File: src/rtl/seg_pkg.sv
// Shared digit/segment types and helpers for the display datapath.
package seg_pkg;

    localparam int unsigned NUM_DIGITS = 6;
    localparam int unsigned BCD_W      = 4;

    localparam logic [NUM_DIGITS-1:0] SEL_OFF = 6'b111111;
    localparam logic [NUM_DIGITS-1:0] SEL_MSB = 6'b100000;

    // Element [NUM_DIGITS-1] is the leftmost (most significant) digit.
    typedef logic [NUM_DIGITS-1:0][BCD_W-1:0] bcd_word_t;
    typedef logic [2:0]                       slot_t;

    // Active-low one-cold enable: slot 0 lights the leftmost digit.
    function automatic logic [NUM_DIGITS-1:0] slot_sel(input slot_t slot);
        return SEL_OFF ^ (SEL_MSB >> slot);
    endfunction

endpackage

File: src/rtl/digit_scan_mux_if.sv
// Digit bus between the value source, the scan mux and the segment decoder.
interface digit_scan_mux_if;
    import seg_pkg::*;

    bcd_word_t             digits_in;
    logic                  load;
    logic                  blank_lz;
    logic [BCD_W-1:0]      digit_out;
    logic [NUM_DIGITS-1:0] sel;
    logic                  frame_start;

    modport master (
        output digits_in, load, blank_lz,
        input  digit_out, sel, frame_start
    );

    modport slave (
        input  digits_in, load, blank_lz,
        output digit_out, sel, frame_start
    );
endinterface

File: src/rtl/scan_prescaler.sv
// Divides clk into digit slots; slot_tick marks the last cycle of a slot.
module scan_prescaler #(
    parameter  int unsigned SCAN_DIV = 50000,
    localparam int unsigned CNT_W    = $clog2(SCAN_DIV)
) (
    input  logic             clk,
    input  logic             rst,
    output logic             slot_tick,
    output logic [CNT_W-1:0] cnt
);

    localparam int unsigned LAST = SCAN_DIV - 1;

    logic [CNT_W-1:0] cnt_nxt;

    always_comb begin
        cnt_nxt = cnt + CNT_W'(1);
        if (cnt == CNT_W'(LAST)) cnt_nxt = '0;
    end

    // slot_tick is registered so that it is high exactly while cnt == LAST.
    always_ff @(posedge clk or posedge rst) begin
        if (rst) begin
            cnt       <= '0;
            slot_tick <= 1'b0;
        end else begin
            cnt       <= cnt_nxt;
            slot_tick <= (cnt_nxt == CNT_W'(LAST));
        end
    end

endmodule

File: src/rtl/digit_scan_mux.sv
// Time-multiplexes a six-digit BCD value onto one digit bus with frame-coherent
// updates, leading-zero blanking and a dead time at the start of each slot.
module digit_scan_mux
    import seg_pkg::*;
#(
    parameter int unsigned SCAN_DIV = 50000,
    parameter int unsigned DEAD_CYC = 16
) (
    input  logic               clk,
    input  logic               rst,
    digit_scan_mux_if.slave    bus
);

    localparam int unsigned CNT_W     = $clog2(SCAN_DIV);
    localparam slot_t       LAST_SLOT = slot_t'(NUM_DIGITS - 1);

    bcd_word_t             pending;
    bcd_word_t             active;
    slot_t                 slot;
    logic                  slot_tick;
    logic [CNT_W-1:0]      cnt;

    logic                  wrap_c;
    logic                  run_c;
    logic [NUM_DIGITS-1:0] blank_c;
    logic [BCD_W-1:0]      cur_c;

    scan_prescaler #(.SCAN_DIV(SCAN_DIV)) u_prescaler (
        .clk       (clk),
        .rst       (rst),
        .slot_tick (slot_tick),
        .cnt       (cnt)
    );

    // A digit is blanked while it and every digit to its left are zero; the last never is.
    always_comb begin
        blank_c = '0;
        run_c   = bus.blank_lz;
        for (int k = 0; k < NUM_DIGITS - 1; k++) begin
            run_c      = run_c && (active[NUM_DIGITS-1-k] == BCD_W'(0));
            blank_c[k] = run_c;
        end
    end

    always_comb begin
        wrap_c = slot_tick && (slot == LAST_SLOT);
        cur_c  = active[LAST_SLOT - slot];
    end

    always_ff @(posedge clk or posedge rst) begin
        if (rst) begin
            pending         <= '0;
            active          <= '0;
            slot            <= '0;
            bus.digit_out   <= '0;
            bus.sel         <= SEL_OFF;
            bus.frame_start <= 1'b0;
        end else begin
            if (bus.load) pending <= bus.digits_in;
            // A load on the wrap cycle bypasses pending so the new frame shows it.
            if (wrap_c) active <= bus.load ? bus.digits_in : pending;
            if (slot_tick) slot <= (slot == LAST_SLOT) ? slot_t'(0) : slot + slot_t'(1);

            bus.digit_out   <= cur_c;
            bus.sel         <= ((cnt >= CNT_W'(DEAD_CYC)) && !blank_c[slot]) ? slot_sel(slot) : SEL_OFF;
            bus.frame_start <= (slot == slot_t'(0)) && (cnt == '0);
        end
    end

endmodule

File: src/flat_wrapper.sv
// flat-port wrapper written by rule: the top's interface ports become plain ports
module digit_scan_mux_flat import seg_pkg::*;
#(
    parameter int unsigned SCAN_DIV = 50000,
    parameter int unsigned DEAD_CYC = 16
)
  (clk, rst, bus_digits_in, bus_load, bus_blank_lz, bus_digit_out, bus_sel, bus_frame_start);
  digit_scan_mux_if bus_i ();
  input  logic clk;
  input  logic rst;
  input wire logic [$bits(bus_i.digits_in)-1:0] bus_digits_in;
  input wire logic [$bits(bus_i.load)-1:0] bus_load;
  input wire logic [$bits(bus_i.blank_lz)-1:0] bus_blank_lz;
  output wire logic [$bits(bus_i.digit_out)-1:0] bus_digit_out;
  output wire logic [$bits(bus_i.sel)-1:0] bus_sel;
  output wire logic [$bits(bus_i.frame_start)-1:0] bus_frame_start;
  assign bus_i.digits_in = bus_digits_in;
  assign bus_i.load = bus_load;
  assign bus_i.blank_lz = bus_blank_lz;
  assign bus_digit_out = bus_i.digit_out;
  assign bus_sel = bus_i.sel;
  assign bus_frame_start = bus_i.frame_start;
  digit_scan_mux #(.SCAN_DIV(SCAN_DIV), .DEAD_CYC(DEAD_CYC)) u_core (.clk(clk), .rst(rst), .bus(bus_i));
endmodule
File: config.mk
export PLATFORM = sky130hd
export DESIGN_NAME = digit_scan_mux_flat
export DESIGN_NICKNAME = d
export VERILOG_FILES = /design/src/rtl/seg_pkg.sv /design/src/rtl/digit_scan_mux_if.sv /design/src/rtl/scan_prescaler.sv /design/src/rtl/digit_scan_mux.sv /design/src/flat_wrapper.sv
export SDC_FILE = /design/constraint.sdc
export NUM_CORES = 1
export LEC_CHECK = 0
export BUFFER_PORTS_ARGS = -buffer_cell sky130_fd_sc_hd__buf_2
export CAP_MARGIN = 15
export CORE_MARGIN = 5
export CORE_UTILIZATION = 25
export CTS_CLUSTER_DIAMETER = 30
export DETAILED_ROUTE_END_ITERATION = 8
export PLACE_DENSITY = 0.4
export SYNTH_ARGS = -nofsm -noshare
export SYNTH_HDL_FRONTEND = slang
export SYNTH_SLANG_ARGS = --single-unit
export TNS_END_PERCENT = 1
File: constraint.sdc
create_clock -name clk -period 3.9 [get_ports clk]
set_clock_uncertainty 0.2 [all_clocks]
set_input_delay 0.39 -clock clk [delete_from_list [all_inputs] [get_ports clk]]
set_output_delay 0.39 -clock clk [all_outputs]
set_load 0.02 [all_outputs]
Yosys cells after proc, flatten, opt, wreduce, memory -nomap -nowiden
Cells that the tools add are included.

storage, ports and cells
  flip-flop bits (word level) = 79
  bits of input ports = 28
  output and inout port bits = 11
  logic and storage cells = 53

cells by class
  add/subtract/negate cells = 3
  order comparisons = 3
  equal/unequal tests = 3
  shifts and indexed selects = 1
  multiplexer cells = 8
  bitwise operators = 1
  reductions and logical operators = 16

operator list
  kind                     number
  $eq A16 B16 Y1 const B   2
  $mux W24                 1
  $logic_not A4 Y1         5
  $add A16 B1 Y16 const B  1
  $ge A16 B5 Y1 const B    1
  $logic_not A16 Y1        1
  $mux W16                 1
  $bmux W4 S3              1
  $logic_and A1 B1 Y1      8
  $lt A3 B4 Y1 const B     2
  $mux W6                  1
  $not A6 Y6               1
  $shr A6 B3 Y6 const A    1
  $mux W4                  1
  $add A3 B1 Y3 const B    1
  $bmux W1 S3              1
  $eq A3 B3 Y1 const B     1
  $logic_not A3 Y1         1
  $mux W3                  1
  $sub A3 B3 Y3 const A    1
  $logic_not A1 Y1         1
  $mux W1                  1

Depth between registers and ports, before layout
  word-level depth = 11
  gate-level depth with buffers = 7
  depth with buffers taken out = 6

Hierarchy
Synthesis repeated with hierarchy kept, for this count alone.

second synthesis, totals
  cell total of the unflattened synthesis = 270
  area total of the unflattened synthesis = 3697.3 um2

modules (own cells, without submodules)
  module          times used  cells an instance  area an instance (um2)  seq. area each (um2)
  digit_scan_mux  1           179                2795.2                  1559.0
  scan_prescaler  1           91                 902.1                   425.4

Least setup slack after synthesis
No wires, ideal clock.

  path kind = register to register
  from = register u_core.u_prescaler.cnt[12]
  to = register u_core.u_prescaler.slot_tick
  library setup time = 132 ps
  data arrival time = 1975 ps
  required time = 3568 ps
  slack = 1593 ps
  stages on the path, launching flop included = 7
  buffers on the path = 1
  period minus slack after synthesis = 2307 ps
  path through = dfrtp_1 > clkbuf_2 > or4_4 > or4_4 > a221o_1 > nand4b_2 > a2111oi_2

on the way
  cells in the longest elaborated chain, start to end = 3
  elaborated cells on any way between the ends = 4
  those cells by class = add/sub: 1; eq/ne: 2; mux: 1

ends and longest elaborated chain
  element                            line                  RTL
  start, declared                    scan_prescaler.sv:9   output logic [CNT_W-1:0] cnt
  start signal, assigned             scan_prescaler.sv:27  cnt <= cnt_nxt;
  $eq A16 B16 Y1                     scan_prescaler.sv:18  if (cnt == CNT_W'(LAST)) cnt_nxt = '0;
  $mux W16                           scan_prescaler.sv:18
  net u_core.u_prescaler.cnt_nxt[6]  scan_prescaler.sv:14  logic [CNT_W-1:0] cnt_nxt;
  $eq A16 B16 Y1                     scan_prescaler.sv:28  slot_tick <= (cnt_nxt == CNT_W'(LAST));
  end signal, assigned               scan_prescaler.sv:28
  end, declared                      scan_prescaler.sv:8   output logic slot_tick,

The timed path passes the listed nets, and every way through them passes these cells.
A chain may end at the register's enable or synchronous reset.

Worst setup path in the final report
  from = register u_core.u_prescaler.cnt[0]
  to = register u_core.u_prescaler.slot_tick

on the way
  cells in the longest elaborated chain, start to end = 3
  elaborated cells on any way between the ends = 4
  those cells by class = add/sub: 1; eq/ne: 2; mux: 1

ends and longest elaborated chain
  element                                                   line
  $add A16 B1 Y16 / $eq A16 B16 Y1 (equally long branches)  scan_prescaler.sv:17, scan_prescaler.sv:18
  $mux W16 *                                                scan_prescaler.sv:18
  $eq A16 B16 Y1 *                                          scan_prescaler.sv:28

Every way passes the cells marked *; elsewhere a longest branch is shown, timed or not.

==> metrics.txt <==
signal arrival time at the worst endpoint=2.41 ns; CP max FO=8; horizontal extent of the die=129.3 um; multiplexer share of the synthesized area=11.53%; pre-CTS worst setup slack=1.522 ns; CP Launch Point=u_core.u_prescaler.cnt[0]; Post-Route Hold Slack=-0.03596 ns; DRC violations left=0; Yosys warning count=0; RSZ-0062 raised after global routing=no; hold_buf cts=0; final standard cell count with taps included and fillers excluded=553; Worst Setup Slack, final=1.520 ns; Slew HR=33.18%; length of the first detailed-routing pass in iterations=4; clock input transition at the sequential cells of the worst setup and hold paths=0.06 ns; area share of xor/xnor cells in the synthesized design=2.954%; number of antenna diodes=0; residual overflow from global routing=0; area enclosed by the die boundary=0.01672 mm^2; TritonCTS buffer count=9; startpoint type of the worst setup path=register; Sum Neg Setup Slack=0 ns; first-pass GRT wire length=13460 um; weighted congestion at the end of routability-driven global placement=0.8613; launching point of the worst reg2reg path=u_core.u_prescaler.cnt[0]; Net Count, Synth=368; area grow syn2layout=19.51%; ys async rst share=100.0%; PortBufs=38; final setup violation count=0; LEAKAGE=1.865 nW; vias=2507; overall power consumption=1.841 mW; Worst Setup EP=u_core.u_prescaler.slot_tick; count of flip-flops with a built-in enable after synthesis=0; initial core utilization=25.54%; largest family of logic cells by synthesized area=simple AND/OR/NAND/NOR gates; predominant post-synthesis flop cell=sky130_fd_sc_hd__dfrtp_1; Clock Tree Buf Depth=2; Routed Antenna Nets=0; Rows=43; largest net degree at the start of global routing=46; worst-case register-to-register setup slack=1.52 ns; kind of path behind the tightest hold check=input pin to async pin; cells after synthesis=332; violations in the final reports=hold timing; Final Instance Area=0.004253 mm^2; post-placement cell area=0.003931 mm^2; post-synthesis share of cell area spent on full adders, half adders and majority gates=2.813%; share of the clock period used by the worst path=61.01%; post-cts gate resize count=0; number of global-route vias before repair=2574; outcome=finished, violations left; clock tree from TritonCTS=yes; depth of the worst register-to-register path=6; actual slew at the worst max-slew pin=1.002 ns; Final nets=404; layout cells sized above 1=25.20%; area of the mapped netlist=0.003558 mm^2; wire length per cell=14.66 um; Compound-Gate Fraction of Synth Area=4.536%; capture instance of the worst register-to-register path=u_core.u_prescaler.slot_tick; Overall Global Routing Usage=10.56%; proportion of synthesized chip area in sequential cells=55.77%; mean post-synth cell area=10.72 um^2; Power Density=432.9 mW/mm^2; hold violation count in the final report=37; Detailed Route Iter0 Violations=129; number of instances in the placed design=537; simple-gate area share of the yosys netlist=19.37%; # IOs=39; library cells used by synthesis=40; Highest Clock Rate=0.4202 GHz; start-to-end type of the worst setup path=register to register; number of synthesized register bits=79; crit path time final=2.380 ns; worst ir drop on vdd=178.8 uV; number of levels in the clock H-tree=3; clock latency on the worst-skew pair=0.35 ns; nature of the critical path endpoint=register; total setup buffers inserted after CTS=0; count of final max-slew check failures=0; Critical Path RT=3.93 ns; Die Y=129.3 um; detailed-route vias per instance=4.533; routed wire length=8106 um; TritonCTS sink count=79; number of antenna violations at the first check in global routing=0; Detail Placement HPWL=5571 um; Core Box Area=0.01393 mm^2; cell at the root of the clock tree=sky130_fd_sc_hd__clkbuf_16; number of max-cap violations=0
[power breakdown]
group          switching, mW  total [mW]  leakage, nW  internal, mW
logic                 0.0383      0.0709        0.848        0.0326
clock network          0.357       0.921        0.149         0.564
registers            0.00498       0.849        0.867         0.844
[critical path, stage by stage, from the launching register on]
cell	delay, ns
sky130_fd_sc_hd__dfrtp_1	0.43
sky130_fd_sc_hd__ha_1	0.23
sky130_fd_sc_hd__nand3_1	0.27
sky130_fd_sc_hd__or3_1	0.55
sky130_fd_sc_hd__nor4b_1	0.29
sky130_fd_sc_hd__a211oi_1	0.10
sky130_fd_sc_hd__a2111oi_2	0.21
[area by class of cell]
class	count	area [um^2]
sequential	79	1984
clock buffer	10	229.0
clock inverter	6	92.59
timing repair buffer	40	205.2
multi-input combinational	225	1466
inverter	13	50.05
tap	180	225.2
fill	1427	9682
[registers in the layout, summed over array words and instances (netlist names)]
| register | cells |
|---|---|
| u_core.bus.sel | 6 |
| u_core.pending | 24 |
| u_core.bus.frame_start | 1 |
| u_core.u_prescaler.cnt | 16 |
| u_core.slot | 3 |
| u_core.bus.digit_out | 4 |
| u_core.u_prescaler.slot_tick | 1 |
| u_core.active | 24 |
[worst min-delay path by stage]
| stage | end | from | slack, ns |
|---|---|---|---|
| final | u_core.u_prescaler.cnt[11] | rst | -0.04 |
| after global routing | u_core.active[15] | rst | 0.06 |
| after CTS | u_core.u_prescaler.cnt[6] | rst | 0.02 |
| after detailed placement | u_core.active[3] | u_core.active[3] | 0.28 |
| after global placement | u_core.active[3] | u_core.active[3] | 0.27 |
| after floorplan | u_core.active[0] | u_core.active[0] | 0.24 |
[layer usage]
| layer | share of wire [%] | up-vias | global-route usage [%] |
|---|---|---|---|
| met3 | 5.5 | 11 | 3.875 |
| met5 | 0 | - | 0 |
| met2 | 47 | 53 | 16.28 |
| met1 | 45 | 1224 | 13.31 |
| met4 | 1.7 | 0 | 4.632 |
| li1 | - | 1219 | - |
[cell families after synthesis]
logic type,count (synthesis)
DFF,79
muxes,33
xor gates and xnor gates,12
AOI/OAI and AO/OA,23
adders and majority gates,8
and+or+nand+nor,149
buffers and inverters,28
[cells in the mapped netlist, types with 4 or more instances]
cell type                  count  share of area [%]
sky130_fd_sc_hd__a21oi_1       4               0.56
sky130_fd_sc_hd__clkbuf_1     12                1.3
sky130_fd_sc_hd__dfrtp_1      73                 51
sky130_fd_sc_hd__dfstp_2       6                4.4
sky130_fd_sc_hd__ha_1          8                2.8
sky130_fd_sc_hd__inv_1        13                1.4
sky130_fd_sc_hd__mux2_2       24                7.6
sky130_fd_sc_hd__mux2i_1       5                1.4
sky130_fd_sc_hd__mux4_2        4                2.5
sky130_fd_sc_hd__nand2_1      83                8.8
sky130_fd_sc_hd__nand3_1      14                2.0
sky130_fd_sc_hd__nand4_1       5               0.88
sky130_fd_sc_hd__nor2_1       18                1.9
sky130_fd_sc_hd__nor3_1        6               0.84
sky130_fd_sc_hd__nor4_1        5               0.88
sky130_fd_sc_hd__o21ai_0       5               0.70
sky130_fd_sc_hd__o22ai_1       4               0.70
sky130_fd_sc_hd__xnor2_1       5                1.2
sky130_fd_sc_hd__xor2_1        7                1.7
[metrics by stage]
step | util, % | hold WS (ns)
3_3_place_gp | 28.21 | 0.2707
6_report | 30.52 | -0.03596
5_1_grt | 30.52 | 0.06177
2_1_floorplan | - | 0.2409
3_5_place_dp | 28.21 | 0.2804
4_1_cts | 30.52 | 0.01523
[placed cells by master (no fill, tap or decap), types with 2 or more instances in the layout]
cell	synthesis	layout
sky130_fd_sc_hd__nand4_1	5	5
sky130_fd_sc_hd__dfrtp_1	73	73
sky130_fd_sc_hd__clkbuf_16	0	9
sky130_fd_sc_hd__nor3_1	6	6
sky130_fd_sc_hd__and3_1	3	3
sky130_fd_sc_hd__mux4_2	4	4
sky130_fd_sc_hd__buf_2	1	38
sky130_fd_sc_hd__dfstp_2	6	6
sky130_fd_sc_hd__or3_1	3	3
sky130_fd_sc_hd__a211oi_1	2	2
sky130_fd_sc_hd__and4_1	2	2
sky130_fd_sc_hd__mux2_2	24	24
sky130_fd_sc_hd__buf_4	0	2
sky130_fd_sc_hd__inv_1	13	12
sky130_fd_sc_hd__nand2_1	83	83
sky130_fd_sc_hd__nor4b_1	3	3
sky130_fd_sc_hd__xor2_1	7	7
sky130_fd_sc_hd__bufinv_16	0	2
sky130_fd_sc_hd__ha_1	8	8
sky130_fd_sc_hd__nand3_1	14	14
sky130_fd_sc_hd__a21oi_1	4	4
sky130_fd_sc_hd__o22ai_1	4	4
sky130_fd_sc_hd__or4_1	2	2
sky130_fd_sc_hd__or4_4	2	2
sky130_fd_sc_hd__nor2_1	18	18
sky130_fd_sc_hd__mux2i_1	5	5
sky130_fd_sc_hd__nor4_1	5	5
sky130_fd_sc_hd__xnor2_1	5	5
sky130_fd_sc_hd__o21ai_0	5	5
sky130_fd_sc_hd__clkinvlp_4	0	2
Note: power is estimated with default switching activity, not from simulation.
